[config.mk]
export PLATFORM = sky130hd
export DESIGN_NAME = seq_shift_unit
export DESIGN_NICKNAME = d
export VERILOG_FILES = /design/src/rtl/seq_shift_unit.sv
export SDC_FILE = /design/constraint.sdc
export NUM_CORES = 1
export LEC_CHECK = 0
export BUFFER_PORTS_ARGS = -buffer_cell sky130_fd_sc_hd__buf_2
export CORE_ASPECT_RATIO = 1.75
export CORE_MARGIN = 8
export CORE_UTILIZATION = 35
export CTS_CLUSTER_DIAMETER = 150
export DETAILED_ROUTE_END_ITERATION = 7
export GPL_TIMING_DRIVEN = 1
export PLACE_DENSITY = 0.56
export SETUP_SLACK_MARGIN = 0.05
export SLEW_MARGIN = 20
export SYNTH_ARGS = -nofsm -noshare
export SYNTH_HDL_FRONTEND = slang
export SYNTH_SLANG_ARGS = --single-unit
[constraint.sdc]
create_clock -name i_clock -period 4.8 [get_ports i_clock]
set_clock_uncertainty 0.05 [all_clocks]
set_input_delay 0.24 -clock i_clock [delete_from_list [all_inputs] [get_ports i_clock]]
set_output_delay 0.24 -clock i_clock [all_outputs]
set_load 0.01 [all_outputs]
[src/rtl/seq_shift_unit.sv]
// seq_shift_unit: multi-cycle 32-bit barrel shifter (sll / sra) using five fixed-latency stages
// Ports:
//   i_clock        - sole clock, rising edge
//   i_reset_n      - synchronous active-low reset
//   i_start        - request strobe, honoured only while o_ready=1
//   i_op_sra       - 0 = logical left shift, 1 = arithmetic right shift
//   i_shamt[4:0]   - shift amount 0-31
//   i_data_in[31:0]- operand
//   o_ready        - a request can be accepted this cycle
//   o_busy         - a shift is in progress
//   o_result[31:0] - last completed result, held between completions
//   o_result_valid - one-cycle pulse marking a new result
module seq_shift_unit (
   input  logic        i_clock,
   input  logic        i_reset_n,
   input  logic        i_start,
   input  logic        i_op_sra,
   input  logic [4:0]  i_shamt,
   input  logic [31:0] i_data_in,
   output logic        o_ready,
   output logic        o_busy,
   output logic [31:0] o_result,
   output logic        o_result_valid
);
   typedef enum logic [1:0] {IDLE, SHIFT, DONE} state_t;
   state_t      r_state;
   logic [2:0]  r_k;
   logic [31:0] r_work;
   logic [31:0] r_result;
   logic [4:0]  r_shamt;
   logic        r_op;
   logic        r_ready;
   logic        r_busy;
   logic        r_valid;
   logic        w_accept;
   logic [4:0]  w_amt;
   logic        w_en;
   logic [31:0] w_shifted;
   logic [31:0] w_next;
   assign w_accept  = i_start & r_ready;
   // stage k applies weight 16>>k, gated by shamt bit (4-k)
   assign w_amt     = 5'd16 >> r_k;
   assign w_en      = r_shamt[3'd4 - r_k];
   assign w_shifted = r_op ? 32'($signed(r_work) >>> w_amt) : r_work << w_amt;
   assign w_next    = w_en ? w_shifted : r_work;
   always_ff @(posedge i_clock) begin
      if (!i_reset_n) begin
         r_state  <= IDLE;
         r_k      <= 3'd0;
         r_work   <= 32'd0;
         r_shamt  <= 5'd0;
         r_op     <= 1'b0;
         r_result <= 32'd0;
         r_valid  <= 1'b0;
         r_ready  <= 1'b1;
         r_busy   <= 1'b0;
      end else begin
         r_valid <= 1'b0;
         case (r_state)
            IDLE, DONE: begin
               if (w_accept) begin
                  r_work  <= i_data_in;
                  r_shamt <= i_shamt;
                  r_op    <= i_op_sra;
                  r_k     <= 3'd0;
                  r_state <= SHIFT;
                  r_ready <= 1'b0;
                  r_busy  <= 1'b1;
               end else begin
                  r_state <= IDLE;
                  r_ready <= 1'b1;
                  r_busy  <= 1'b0;
               end
            end
            SHIFT: begin
               r_work <= w_next;
               if (r_k == 3'd4) begin
                  r_k      <= 3'd0;
                  r_result <= w_next;
                  r_valid  <= 1'b1;
                  r_state  <= DONE;
                  r_ready  <= 1'b1;
                  r_busy   <= 1'b0;
               end else begin
                  r_k <= r_k + 3'd1;
               end
            end
            default: begin
               r_state <= IDLE;
               r_k     <= 3'd0;
               r_ready <= 1'b1;
               r_busy  <= 1'b0;
            end
         endcase
      end
   end
   assign o_ready        = r_ready;
   assign o_busy         = r_busy;
   assign o_result       = r_result;
   assign o_result_valid = r_valid;
endmodule
Word level (Yosys, flattened, before mapping)
Index checks and enable logic that the tools add are counted.
Word-level totals
  register bits: 78
  input port bits: 41
  output and inout port bits: 35
  logic and storage cells: 47
Cells by class
  add/sub/neg operators: 2
  $lt $le $gt $ge: 1
  equal/unequal tests: 5
  shift-type cells: 3
  muxes and demuxes: 19
  bitwise operators: 1
  reductions and logical operators: 7
Operators with widths (count)
  2-to-1 mux 32 bit: 3
  case mux 32 bit (2 select lines): 1
  left shift 32 x 5 -> 32 bit: 1
  >>> shifter 32 x 5 -> 32 bit: 1
  AND reduction 2 bit: 4
  2-to-1 mux 1 bit: 7
  2-to-1 mux 3 bit: 2
  case mux 3 bit (2 select lines): 1
  right shift 5 x 3 -> 5 bit, first input constant: 1
  less-than comparator 3 x 4 -> 1 bit, second input constant: 1
  != test 2 bit, second input constant: 2
  case mux 1 bit (2 select lines): 2
  case mux 2 bit (2 select lines): 1
  adder 3 x 1 -> 3 bit, second input constant: 1
  binary-select mux 1 bit (select 3 bit): 1
  == test 3 bit, second input constant: 1
  subtractor 3 bit, first input constant: 1
  == test 2 x 1 -> 1 bit, second input constant: 1
  == test 2 bit, second input constant: 1
  zero test 2 bit: 1
  2-to-1 mux 2 bit: 1
  nonzero test 2 bit: 1
  OR reduction 2 bit: 1
  AND 1 bit: 1

Logic depth before layout (Yosys ltp)
Gate-level depths: netlist (run 1).
  depth in word-level cells: 5
  depth in mapped cells: 12
  mapped depth without buffers: 9

Least setup slack after synthesis (run 1)
OpenSTA, ideal clock, no wires.
  path kind: reg2reg
  from: reg r_k[2]
  to: reg r_work[30]
  arrival time: 2658 ps
  slack: 1956 ps
  stages on the path, launching flop included: 12
  path buffers: 3
  clock period less this slack: 2844 ps
  path through: dfxtp_1 > clkbuf_1 > inv_1 > ha_1 > buf_6 > buf_12 > mux2_1 > mux4_2 > nand2_1 > o21ai_1 > a311oi_2 > o32ai_1
Between the ends
  longest elaborated chain between the ends: 5
  elaborated cells on any way between the ends: 9
Ends and longest elaborated chain
  from (decl): line 27  | logic [2:0] r_k;
  from (signal assigned): line 85  | r_k <= r_k + 3'd1;
  right shift 5 x 3 -> 5 bit or subtractor 3 bit (tied branches): line 42, 43
  left shift 32 x 5 -> 32 bit, or another cell as far along: line 44  | assign w_shifted = r_op ? 32'($signed(r_work) >>> w_amt) : r_work << w_amt;
  2-to-1 mux 32 bit or 2-to-1 mux 1 bit (tied branches): line 44, 43
  2-to-1 mux 32 bit (*): line 45  | assign w_next = w_en ? w_shifted : r_work;
  case mux 32 bit (2 select lines) (*): line 59  | case (r_state)
  to (signal assigned): line 62  | r_work <= i_data_in;
  to (signal assigned): line 76  | r_work <= w_next;
  to (decl): line 28  | logic [31:0] r_work;
Every way passes the cells marked *; elsewhere a longest branch is shown, timed or not. The select of a mux whose other input is x is not followed.
A chain may end at the register's enable or synchronous reset.

Worst setup path in the final report (run 1)
  from: reg r_k[2]
  to: reg r_result[23], in the netlist o_result[23]
Between the ends
  longest elaborated chain between the ends: 4
  elaborated cells on any way between the ends: 10
Ends and longest elaborated chain
  right shift 5 x 3 -> 5 bit or subtractor 3 bit (tied branches): line 42, 43
  left shift 32 x 5 -> 32 bit, or another cell as far along: line 44
  2-to-1 mux 32 bit or 2-to-1 mux 1 bit (tied branches): line 44, 43
  2-to-1 mux 32 bit: line 45
  to (signal assigned): line 79  | r_result <= w_next;
  to (decl): line 29  | logic [31:0] r_result;
Parallel ways exist; a longest one is shown, timed or not. The select of a mux whose other input is x is not followed.

==> results of run 1 <==
## how the worst max path moves through the flow
stage                start           end  slack [ns]  cells after the start
global route        r_k[0]     r_work[8]        0.68                      9
detailed placement  r_k[0]     r_work[8]        0.82                      9
finish              r_k[2]  o_result[23]        0.77                      8
global placement    r_k[0]     r_work[8]        0.85                      9
floorplan           r_k[2]    r_work[30]        1.96                     11
CTS                 r_k[0]     r_work[8]        0.83                      9
## worst max-delay path, delay by kind of cell, from the launching register on
| kind | cells | cell delay (ns) |
|---|---|---|
| AOI/OAI and AO/OA | 2 | 0.52 |
| buffers and inverters | 1 | 0.31 |
| and+or+nand+nor | 2 | 0.36 |
| muxes | 2 | 1.09 |
| DFF | 1 | 0.78 |
| adders and majority gates | 1 | 0.79 |
## stage by stage
stage | area [sq um] | setup WS, ns | util | total power (W) | hold slack (ns)
finish | 8850 | 0.771 | 0.391 | 0.00238 | 0.0792
global route | 8850 | 0.680 | 0.391 | 0.00244 | 0.0792
CTS | 8850 | 0.831 | 0.391 | 0.00235 | 0.0691
detailed placement | 8540 | 0.821 | 0.377 | 0.00161 | 0.397
global placement | 8540 | 0.848 | 0.377 | 0.00161 | 0.391
floorplan | 8070 | 1.96 | - | 0.00129 | 0.322
## metal layers
| layer | vias to the layer above | part of all wire | global-route usage |
|---|---|---|---|
| met5 | - | 0.00033 | 0 |
| met4 | 2 | 0.076 | 0.190 |
| met3 | 143 | 0.080 | 0.0431 |
| met2 | 535 | 0.49 | 0.464 |
| met1 | 4291 | 0.35 | 0.314 |
| li1 | 3695 | - | - |
## power groups by stage
stage                     clock network, W  logic (W)  registers [W]
after CTS                         0.000749   0.000812       0.000788
final                             0.000744   0.000838       0.000797
after floorplan                          0   0.000578       0.000713
after global placement                   0   0.000813       0.000802
after global routing              0.000774   0.000875       0.000795
after detailed placement                 0   0.000809       0.000803
## layout make-up
| class | count | area, sq um |
|---|---|---|
| timing repair buffer | 115 | 688 |
| inverter | 10 | 37.5 |
| sequential | 78 | 1560 |
| multi-input combinational | 744 | 5870 |
| clock inverter | 5 | 83.8 |
| fill | 2441 | 13800 |
| tap | 300 | 375 |
| clock buffer | 10 | 229 |
## cells by family after synthesis
family | synth area share
compound gates | 0.252
simple gates | 0.158
mux | 0.300
buf+inv | 0.0833
flops | 0.193
fa+ha+maj | 0.0140
## registers in the layout (all words and copies together) (netlist names)
name            count
o_result           32
r_shamt             5
r_state             2
r_work             32
r_k                 3
r_op                1
o_ready             1
o_result_valid      1
o_busy              1
## layout by cell type (no fill, tap or decap), types with 39 or more instances in the layout
master    n
mux4_2   47
a21oi_1  65
nand2_1  85
nor2_1   60
buf_4    39
mux2i_1  71
buf_2    75
o21ai_0  56
dfxtp_1  78
mux2_2   52
==> impl_metrics.env, run 1 <==
export IMPL_p_clk_frac=0.313
export IMPL_avgSynthCellArea_sq_um=8.46
export IMPL_synth_commonest_cells="nand2_1 (85), dfxtp_1 (78), mux2i_1 (71)"
export IMPL_p_sw_w=0.000935
export IMPL_place_hpwl_um=29200
export IMPL_portBuffers=75
export IMPL_initial_core_util=0.356
export IMPL_drt_iter0_drc=890
export IMPL_crit_path_max_incr_delay_ns=0.79
export IMPL_worst_pin_slew_ns=0.963
export IMPL_final_cell_count_no_fill=1262
export IMPL_synth_area_leaders="dfxtp_1 (19%), mux4_2 (13%), mux2i_1 (8.8%), mux2_2 (7.3%), a21oi_1 (4.0%)"
export IMPL_synth_edf_count=0
export IMPL_final_layout_size_suffix_gt1_frac=0.264
export IMPL_synth_area_leader_cell="dfxtp_1"
export IMPL_placed_cells=1247
export IMPL_worst_r2r_endpoint="o_result[23]"
export IMPL_netlist_area_leader_share=0.193
export IMPL_pwr_share_comb=0.352
export IMPL_crit_arrival_ns=4.21
export IMPL_grt_pass1_vias=8552
export IMPL_max_cap_viol_count=0
export IMPL_r2r_slack_ns=0.77
export IMPL_clkTransAtPathRegs_ns=0.06
export IMPL_async_reset_ff_frac=0
export IMPL_coreArea_sq_mm=0.0227
export IMPL_rsz0062_at_grt="no"
export IMPL_cp_cell_sequence="ha_2 > buf_4 > mux4_2 > mux2i_1 > o32a_1 > a21boi_0 > nor3_1 > nor2_1"
export IMPL_worstPathRequired_ns=4.98
export IMPL_status="complete, no violations"
export IMPL_hold_buffers=0
export IMPL_ys_ff_latch=78
export IMPL_cts_tree="yes"
export IMPL_grt_antenna_before_repair=1
export IMPL_leakagePower_nw=3.17
export IMPL_whs_endpoint="r_op"
export IMPL_syn_area_sq_mm=0.00807
export IMPL_slew_viol_final=0
export IMPL_yosysSeqAreaShare=0.193
export IMPL_period_minus_slack_ns=4.03
export IMPL_switching_share=0.393
export IMPL_num_vias=8666
export IMPL_diodes=0
export IMPL_cts_setup_buffers=0
export IMPL_worstRegToRegCells=8
export IMPL_hold_depth=3
export IMPL_power_density_mw_per_mm2=269
export IMPL_wire_per_inst_um=31.1
export IMPL_crit_path_end_kind="register"
export IMPL_slew_headroom=0.355
export IMPL_synth_cell_types=82
export IMPL_cpMaxStageDelayCell="ha_2"
export IMPL_p_int_w=0.00144
export IMPL_viasPerCell=6.87
export IMPL_r2r_start="r_k[2]"
export IMPL_critPathKind="reg2reg"
export IMPL_ant_nets=0
export IMPL_hold_path_startpoint="i_op_sra"
export IMPL_seqPwrFrac=0.335
export IMPL_cts_buffers=9
export IMPL_rows=73
export IMPL_timing_final_crit_share=0.839
export IMPL_cp_start_kind="register"
export IMPL_die_h_um=217
export IMPL_io_pins=76
export IMPL_route_detailed_drc=0
export IMPL_setup_viol=0
export IMPL_fmax_mhz=248
export IMPL_hold_viol_final=0
export IMPL_nNetsFinal=1008
export IMPL_routed_wl_um=39300
export IMPL_root_buffer="clkbuf_16"
export IMPL_worstHoldPathType="in2reg"
export IMPL_die_w_um=131
export IMPL_vdd_drop_max_v=0.000248
export IMPL_grt_overflow_total=0
export IMPL_path_max_fanout=24
export IMPL_fin_setup_tns_ns=0
export IMPL_die_area_sq_mm=0.0284
export IMPL_cts_buffer_depth=2
export IMPL_clock_sinks=78
export IMPL_htreeDepth=3
export IMPL_firstDrtPassIters=7
export IMPL_grt_max_degree=44
export IMPL_synth_top_flop_cell="dfxtp_1"
export IMPL_routabilityCongestion=0.982
export IMPL_synth_warning_count=0
export IMPL_area_growth_pct=9.66
export IMPL_yosysMostFrequentCell="nand2_1"
export IMPL_synth_cells=954
export IMPL_grt_pass1_wl_um=58100
export IMPL_track_usage=0.277
export IMPL_cts_resized=0
export IMPL_insertion_delay_ns=0.35
export IMPL_syn_nets=1004
No activity file was read; power rests on OpenSTA's default activity.
==> inputs of run 2 (changes only) <==
--- a/config.mk
+++ b/config.mk
@@ -5,6 +5,7 @@
 export SDC_FILE = /design/constraint.sdc
 export NUM_CORES = 1
 export LEC_CHECK = 0
+export ABC_AREA = 1
 export BUFFER_PORTS_ARGS = -buffer_cell sky130_fd_sc_hd__buf_2
 export CORE_ASPECT_RATIO = 1.75
 export CORE_MARGIN = 8
@@ -12,7 +13,7 @@
 export CTS_CLUSTER_DIAMETER = 150
 export DETAILED_ROUTE_END_ITERATION = 7
 export GPL_TIMING_DRIVEN = 1
-export PLACE_DENSITY = 0.56
+export PLACE_DENSITY = 0.58
 export SETUP_SLACK_MARGIN = 0.05
 export SLEW_MARGIN = 20
 export SYNTH_ARGS = -nofsm -noshare
==> constraint.sdc (replaced) <==
create_clock -name i_clock -period 3.6 [get_ports i_clock]
set_clock_uncertainty 0.05 [all_clocks]
set_input_delay 0.18 -clock i_clock [delete_from_list [all_inputs] [get_ports i_clock]]
set_output_delay 0.18 -clock i_clock [all_outputs]
set_load 0.01 [all_outputs]
==> run 2 against run 1 <==
Effect of this change:
- sequential power is 27% higher
- via count up 7.3%
- largest power group unchanged
- clock power grew 12%
- largest cell class unchanged
- setup slack got worse by 0.13 ns
- critical path depth rose by 6
==> impl_metrics.env, run 2 <==
export IMPL_status="complete, no violations"
export IMPL_worstHoldPathType="in2reg"
export IMPL_root_buffer="clkbuf_16"
export IMPL_cp_cell_sequence="inv_2 > ha_1 > ha_1 > inv_2 > nand2_1 > nand3_1 > nand3_1 > a21oi_1 > nand2_1 > o21ai_1 > nand2_1 > nand3_1 > nand2_1 > a21oi_1"
export IMPL_cts_setup_buffers=0
export IMPL_final_cell_area_sq_mm=0.00788
export IMPL_viasPerCell=5.78
export IMPL_drt_iter0_drc=856
export IMPL_die_area_sq_mm=0.0256
export IMPL_placedInstanceArea_sq_mm=0.00762
export IMPL_crit_path_frequent_cell="nand2_1"
export IMPL_hold_path_startpoint="i_shamt[2]"
export IMPL_synth_area_leader_cell="nand3_1"
export IMPL_cp_start_kind="register"
export IMPL_max_cap_viol_count=0
export IMPL_place_hpwl_um=24000
export IMPL_die_h_um=206
export IMPL_crit_arrival_ns=3.17
export IMPL_route_detailed_drc=0
export IMPL_synth_cell_types=29
export IMPL_coreArea_sq_mm=0.0202
export IMPL_cts_buffer_depth=2
export IMPL_crit_path_max_incr_delay_ns=0.43
export IMPL_grt_max_degree=59
export IMPL_rows=69
export IMPL_grt_overflow_total=0
export IMPL_final_layout_size_suffix_gt1_frac=0.0999
export IMPL_clock_sinks=78
export IMPL_syn_area_sq_mm=0.00719
export IMPL_cts_resized=0
export IMPL_multi_input_area_sq_mm=0.00489
export IMPL_synth_area_leaders="nand3_1 (25%), nand2_1 (25%), dfxtp_1 (22%), nor2_1 (5.7%), o21ai_0 (4.1%)"
export IMPL_regArea_sq_mm=0.00156
export IMPL_portBuffers=75
export IMPL_fin_setup_tns_ns=0
export IMPL_area_growth_pct=9.72
export IMPL_num_vias=9301
export IMPL_slew_viol_final=0
export IMPL_async_reset_ff_frac=0
export IMPL_worstPathRequired_ns=3.82
export IMPL_syn_nets=1388
export IMPL_cpMaxStageDelayCell="inv_2"
export IMPL_timing_final_crit_share=0.821
export IMPL_path_max_fanout=30
export IMPL_netlist_area_leader_share=0.254
export IMPL_hold_viol_final=0
export IMPL_insertion_delay_ns=0.34
export IMPL_yosysMostFrequentCell="nand2_1"
export IMPL_r2r_start="r_k[0]"
export IMPL_wire_per_inst_um=19.7
export IMPL_clkTransAtPathRegs_ns=0.06
export IMPL_cts_buffers=9
export IMPL_initial_core_util=0.356
export IMPL_routed_wl_um=31800
export IMPL_worstRegToRegCells=14
export IMPL_final_common_cell="nand2_1"
export IMPL_worst_pin_slew_ns=0.911
export IMPL_synth_warning_count=0
export IMPL_avgSynthCellArea_sq_um=5.37
export IMPL_worstSetupStartpoint="r_k[0]"
export IMPL_hold_buffers=0
export IMPL_htreeDepth=3
export IMPL_firstDrtPassIters=7
export IMPL_yosysSeqAreaShare=0.217
export IMPL_synth_edf_count=0
export IMPL_grt_pass1_vias=8959
export IMPL_synth_cells=1338
export IMPL_vdd_drop_max_v=0.000411
export IMPL_track_usage=0.240
export IMPL_power_w=0.00288
export IMPL_power_density_mw_per_mm2=365
export IMPL_die_w_um=124
export IMPL_crit_path_end_kind="register"
export IMPL_ys_ff_latch=78
export IMPL_placed_cells=1594
export IMPL_slew_headroom=0.392
export IMPL_synth_commonest_cells="nand2_1 (472), nand3_1 (364), nor2_1 (110)"
export IMPL_nNetsFinal=1407
export IMPL_critPathKind="reg2reg"
export IMPL_diodes=0
export IMPL_cts_tree="yes"
export IMPL_final_cell_count_no_fill=1610
export IMPL_ant_nets=0
export IMPL_fmax_mhz=338
export IMPL_rsz0062_at_grt="no"
export IMPL_leakagePower_nw=3.89
export IMPL_grt_pass1_wl_um=49100
export IMPL_routabilityCongestion=0.999
export IMPL_io_pins=76
export IMPL_hold_depth=3
export IMPL_period_minus_slack_ns=2.96
export IMPL_fillers=2364
export IMPL_setup_viol=0
export IMPL_synth_top_flop_cell="dfxtp_1"
export IMPL_final_cell_mix="nand2_1 (472), nand3_1 (364), nor2_1 (109), dfxtp_1 (78), buf_2 (75)"
export IMPL_final_util=0.390
export IMPL_grt_antenna_before_repair=0
==> run 2: where the power goes <==
group / leakage, nW / switching (W) / internal, W
combinational: 3.12 / 0.000736 / 0.000306
clock: 0.135 / 0.000370 / 0.000462
sequential: 0.635 / 0.0000942 / 0.000912
total: 3.89 / 0.00120 / 0.00168
==> run 2: path summary, 6_finish.rpt <==
| path | endpoint | slack (ns) |
|---|---|---|
| setup reg to reg | r_work[21] | 0.64 |
| hold / removal | r_shamt[2] | 0.02 |
| hold reg to reg | o_busy | 0.42 |
| setup / recovery | r_work[21] | 0.64 |
==> run 2: worst max-delay path: cells and delay by family (launching register included) <==
family / cells / cell delay (ns)
DFF: 1 / 0.41
AOI/OAI and AO/OA: 3 / 0.48
buffers and inverters: 2 / 0.53
and+or+nand+nor: 7 / 0.92
adders and majority gates: 2 / 0.46
==> run 2: per-stage QoR <==
| step | hold WS [ns] | worst slack [ns] |
|---|---|---|
| 6_report | 0.0169 | 0.644 |
| 5_1_grt | 0.0336 | 0.429 |
| 4_1_cts | 0.0111 | 0.708 |
| 3_5_place_dp | 0.360 | 0.721 |
| 3_3_place_gp | 0.358 | 0.752 |
| 2_1_floorplan | 0.265 | 1.45 |
==> run 2: final cells by class <==
class / instances / share of cell area
tap: 248 / 0.0394
inverter: 69 / 0.0333
clock inverter: 7 / 0.00524
clock buffer: 9 / 0.0286
multi-input combinational: 1098 / 0.620
timing repair buffer: 101 / 0.0755
sequential: 78 / 0.198
==> run 2: cells by family after synthesis <==
| group | after synthesis | synth area share |
|---|---|---|
| compound gates | 132 | 0.0952 |
| fa+ha+maj | 9 | 0.0157 |
| buf+inv | 162 | 0.103 |
| flops | 78 | 0.217 |
| simple gates | 957 | 0.569 |
==> run 2: routing by layer <==
| metal | part of all wire | global-route usage | wire length (um) | up-vias |
|---|---|---|---|---|
| li1 | - | - | - | 4448 |
| met1 | 0.38 | 0.263 | 11900 | 4274 |
| met2 | 0.50 | 0.421 | 15800 | 447 |
| met3 | 0.057 | 0.0201 | 1810 | 132 |
| met4 | 0.072 | 0.185 | 2270 | 0 |
| met5 | 0 | 0 | 0 | - |
==> inputs of run 3 (changes only) <==
--- a/config.mk
+++ b/config.mk
@@ -13,7 +13,7 @@
 export CTS_CLUSTER_DIAMETER = 150
 export DETAILED_ROUTE_END_ITERATION = 7
 export GPL_TIMING_DRIVEN = 1
-export PLACE_DENSITY = 0.58
+export PLACE_DENSITY = 0.56
 export SETUP_SLACK_MARGIN = 0.05
 export SLEW_MARGIN = 20
 export SYNTH_ARGS = -nofsm -noshare
==> constraint.sdc (replaced) <==
create_clock -name i_clock -period 3 [get_ports i_clock]
set_clock_uncertainty 0.05 [all_clocks]
set_input_delay 0.15 -clock i_clock [delete_from_list [all_inputs] [get_ports i_clock]]
set_output_delay 0.15 -clock i_clock [all_outputs]
set_load 0.01 [all_outputs]
==> run 3 against run 2 <==
Effect of this change:
- sequential power grew 20%
- utilization up 1.2 points
- total power rose by 27%
- combinational power rose by 22%
- critical path type unchanged
- sequential cell count unchanged
- die area stayed put
==> impl_metrics.env, run 3 (same netlist as run 2, synthesis figures left out) <==
export IMPL_timing_final_crit_share=0.917
export IMPL_path_depth=11
export IMPL_final_cell_mix="nand2_1 (472), nand3_1 (364), nor2_1 (109), dfxtp_1 (77), buf_2 (75)"
export IMPL_grt_overflow_total=0
export IMPL_cp_start_kind="register"
export IMPL_cts_buffers=9
export IMPL_routabilityCongestion=0.982
export IMPL_clock_sinks=78
export IMPL_die_h_um=206
export IMPL_place_hpwl_um=24400
export IMPL_die_w_um=124
export IMPL_diodes=0
export IMPL_num_vias=9164
export IMPL_grt_pass1_wl_um=48500
export IMPL_worst_r2r_endpoint="r_work[25]"
export IMPL_ant_nets=0
export IMPL_worst_pin_slew_ns=0.803
export IMPL_setup_viol=0
export IMPL_portBuffers=75
export IMPL_critical_path_top_delay_family="simple AND/OR/NAND/NOR gates"
export IMPL_initial_core_util=0.356
export IMPL_worstRegToRegCells=11
export IMPL_hold_viol_final=0
export IMPL_worstPathRequired_ns=3.22
export IMPL_path_buf_inv=2
export IMPL_cts_buffer_depth=2
export IMPL_hold_path_startpoint="i_data_in[23]"
export IMPL_fin_setup_tns_ns=0
export IMPL_slew_viol_final=0
export IMPL_max_cap_viol_count=0
export IMPL_route_detailed_drc=0
export IMPL_nNetsFinal=1422
export IMPL_vdd_drop_max_v=0.000652
export IMPL_drt_iter0_drc=714
export IMPL_rows=69
export IMPL_crit_path_end_kind="register"
export IMPL_crit_path_frequent_cell="nand2_1"
export IMPL_viasPerCell=5.64
export IMPL_whs_endpoint="r_work[23]"
export IMPL_cts_setup_buffers=0
export IMPL_leakagePower_nw=4.00
export IMPL_final_common_cell="nand2_1"
export IMPL_r2r_start="r_k[0]"
export IMPL_cpMaxStageDelayCell="nor2_1"
export IMPL_htreeDepth=3
export IMPL_final_util=0.402
export IMPL_final_layout_size_suffix_gt1_frac=0.106
export IMPL_die_area_sq_mm=0.0256
export IMPL_multi_input_area_sq_mm=0.00489
export IMPL_track_usage=0.236
export IMPL_fillers=2382
export IMPL_hold_depth=5
export IMPL_power_density_mw_per_mm2=451
export IMPL_status="complete, no violations"
export IMPL_crit_path_max_incr_delay_ns=0.62
export IMPL_fmax_mhz=363
export IMPL_path_max_fanout=9
export IMPL_io_pins=76
export IMPL_area_growth_pct=13.0
export IMPL_coreArea_sq_mm=0.0202
export IMPL_grt_antenna_before_repair=0
export IMPL_power_w=0.00366
export IMPL_crit_arrival_ns=2.97
export IMPL_place_ws_ns=0.277
export IMPL_slew_headroom=0.462
export IMPL_grt_max_degree=61
export IMPL_cts_tree="yes"
export IMPL_period_minus_slack_ns=2.75
export IMPL_cp_cell_sequence="inv_2 > ha_1 > ha_1 > inv_1 > nor2_1 > nand3_1 > nand2_1 > nand2_1 > nand3_1 > nand2_1 > a21oi_1"
export IMPL_regArea_sq_mm=0.00156
export IMPL_routed_wl_um=31300
export IMPL_firstDrtPassIters=7
export IMPL_rsz0062_at_grt="no"
export IMPL_root_buffer="clkbuf_16"
export IMPL_r2r_slack_ns=0.25
export IMPL_worstHoldPathType="in2reg"
export IMPL_clkTransAtPathRegs_ns=0.06
export IMPL_worst_slack_ns=0.248
export IMPL_insertion_delay_ns=0.34
export IMPL_critPathKind="reg2reg"
export IMPL_grt_pass1_vias=8732
export IMPL_wire_per_inst_um=19.3
==> run 3: through the flow <==
stage / instance area [sq um] / cells / hold WS (ns)
finish: 8120 / 1624 / 0.0813
global route: 8120 / 1624 / 0.124
CTS: 8120 / 1624 / 0.0781
detailed placement: 7750 / 1604 / 0.327
global placement: 7750 / 1604 / 0.321
floorplan: 7190 / 1338 / 0.235
==> run 3: how the worst max path moves through the flow <==
stage	end	slack [ns]	from
finish	r_work[25]	0.25	r_k[0]
global route	r_work[26]	0.07	r_k[0]
CTS	r_work[25]	0.25	r_k[0]
detailed placement	r_work[25]	0.28	r_k[0]
global placement	r_work[26]	0.29	r_k[0]
floorplan	r_work[23]	0.85	r_k[0]
==> run 3: worst register-to-register path: cells and delay by family, from the launching register on <==
kind	cells	cell delay [ns]
simple gates	6	1.48
flops	1	0.34
buf+inv	2	0.22
compound gates	1	0.13
fa+ha+maj	2	0.47
==> run 3: report_power, final <==
part	internal [W]	switching (W)
clock network	0.000724	0.000457
registers	0.00109	0.000110
logic	0.000387	0.000887
total	0.00221	0.00146
==> run 3: layout make-up <==
type,count,area share
Clock buffer,9,0.0277
Timing Repair Buffer,116,0.0965
Clock inverter,6,0.0108
Inverter,69,0.0324
Multi-Input combinational cell,1098,0.602
Sequential cell,78,0.192
Tap cell,248,0.0382
==> run 3: layer usage <==
metal / routed length (um) / GRT usage / vias to the layer above
met1: 11800 / 0.256 / 4216
li1: - / - / 4471
met3: 1570 / 0.0204 / 94
met5: 0 / 0 / -
met4: 1920 / 0.152 / 0
met2: 16000 / 0.433 / 383
==> run 3: repair_timing <==
item / 4_1_cts / 5_1_grt
endpoints found under the setup margin: 0 / 1
gates resized for setup: 0 / 1
hold buffers: 5 / 0
endpoints found under the hold margin: 5 / 0
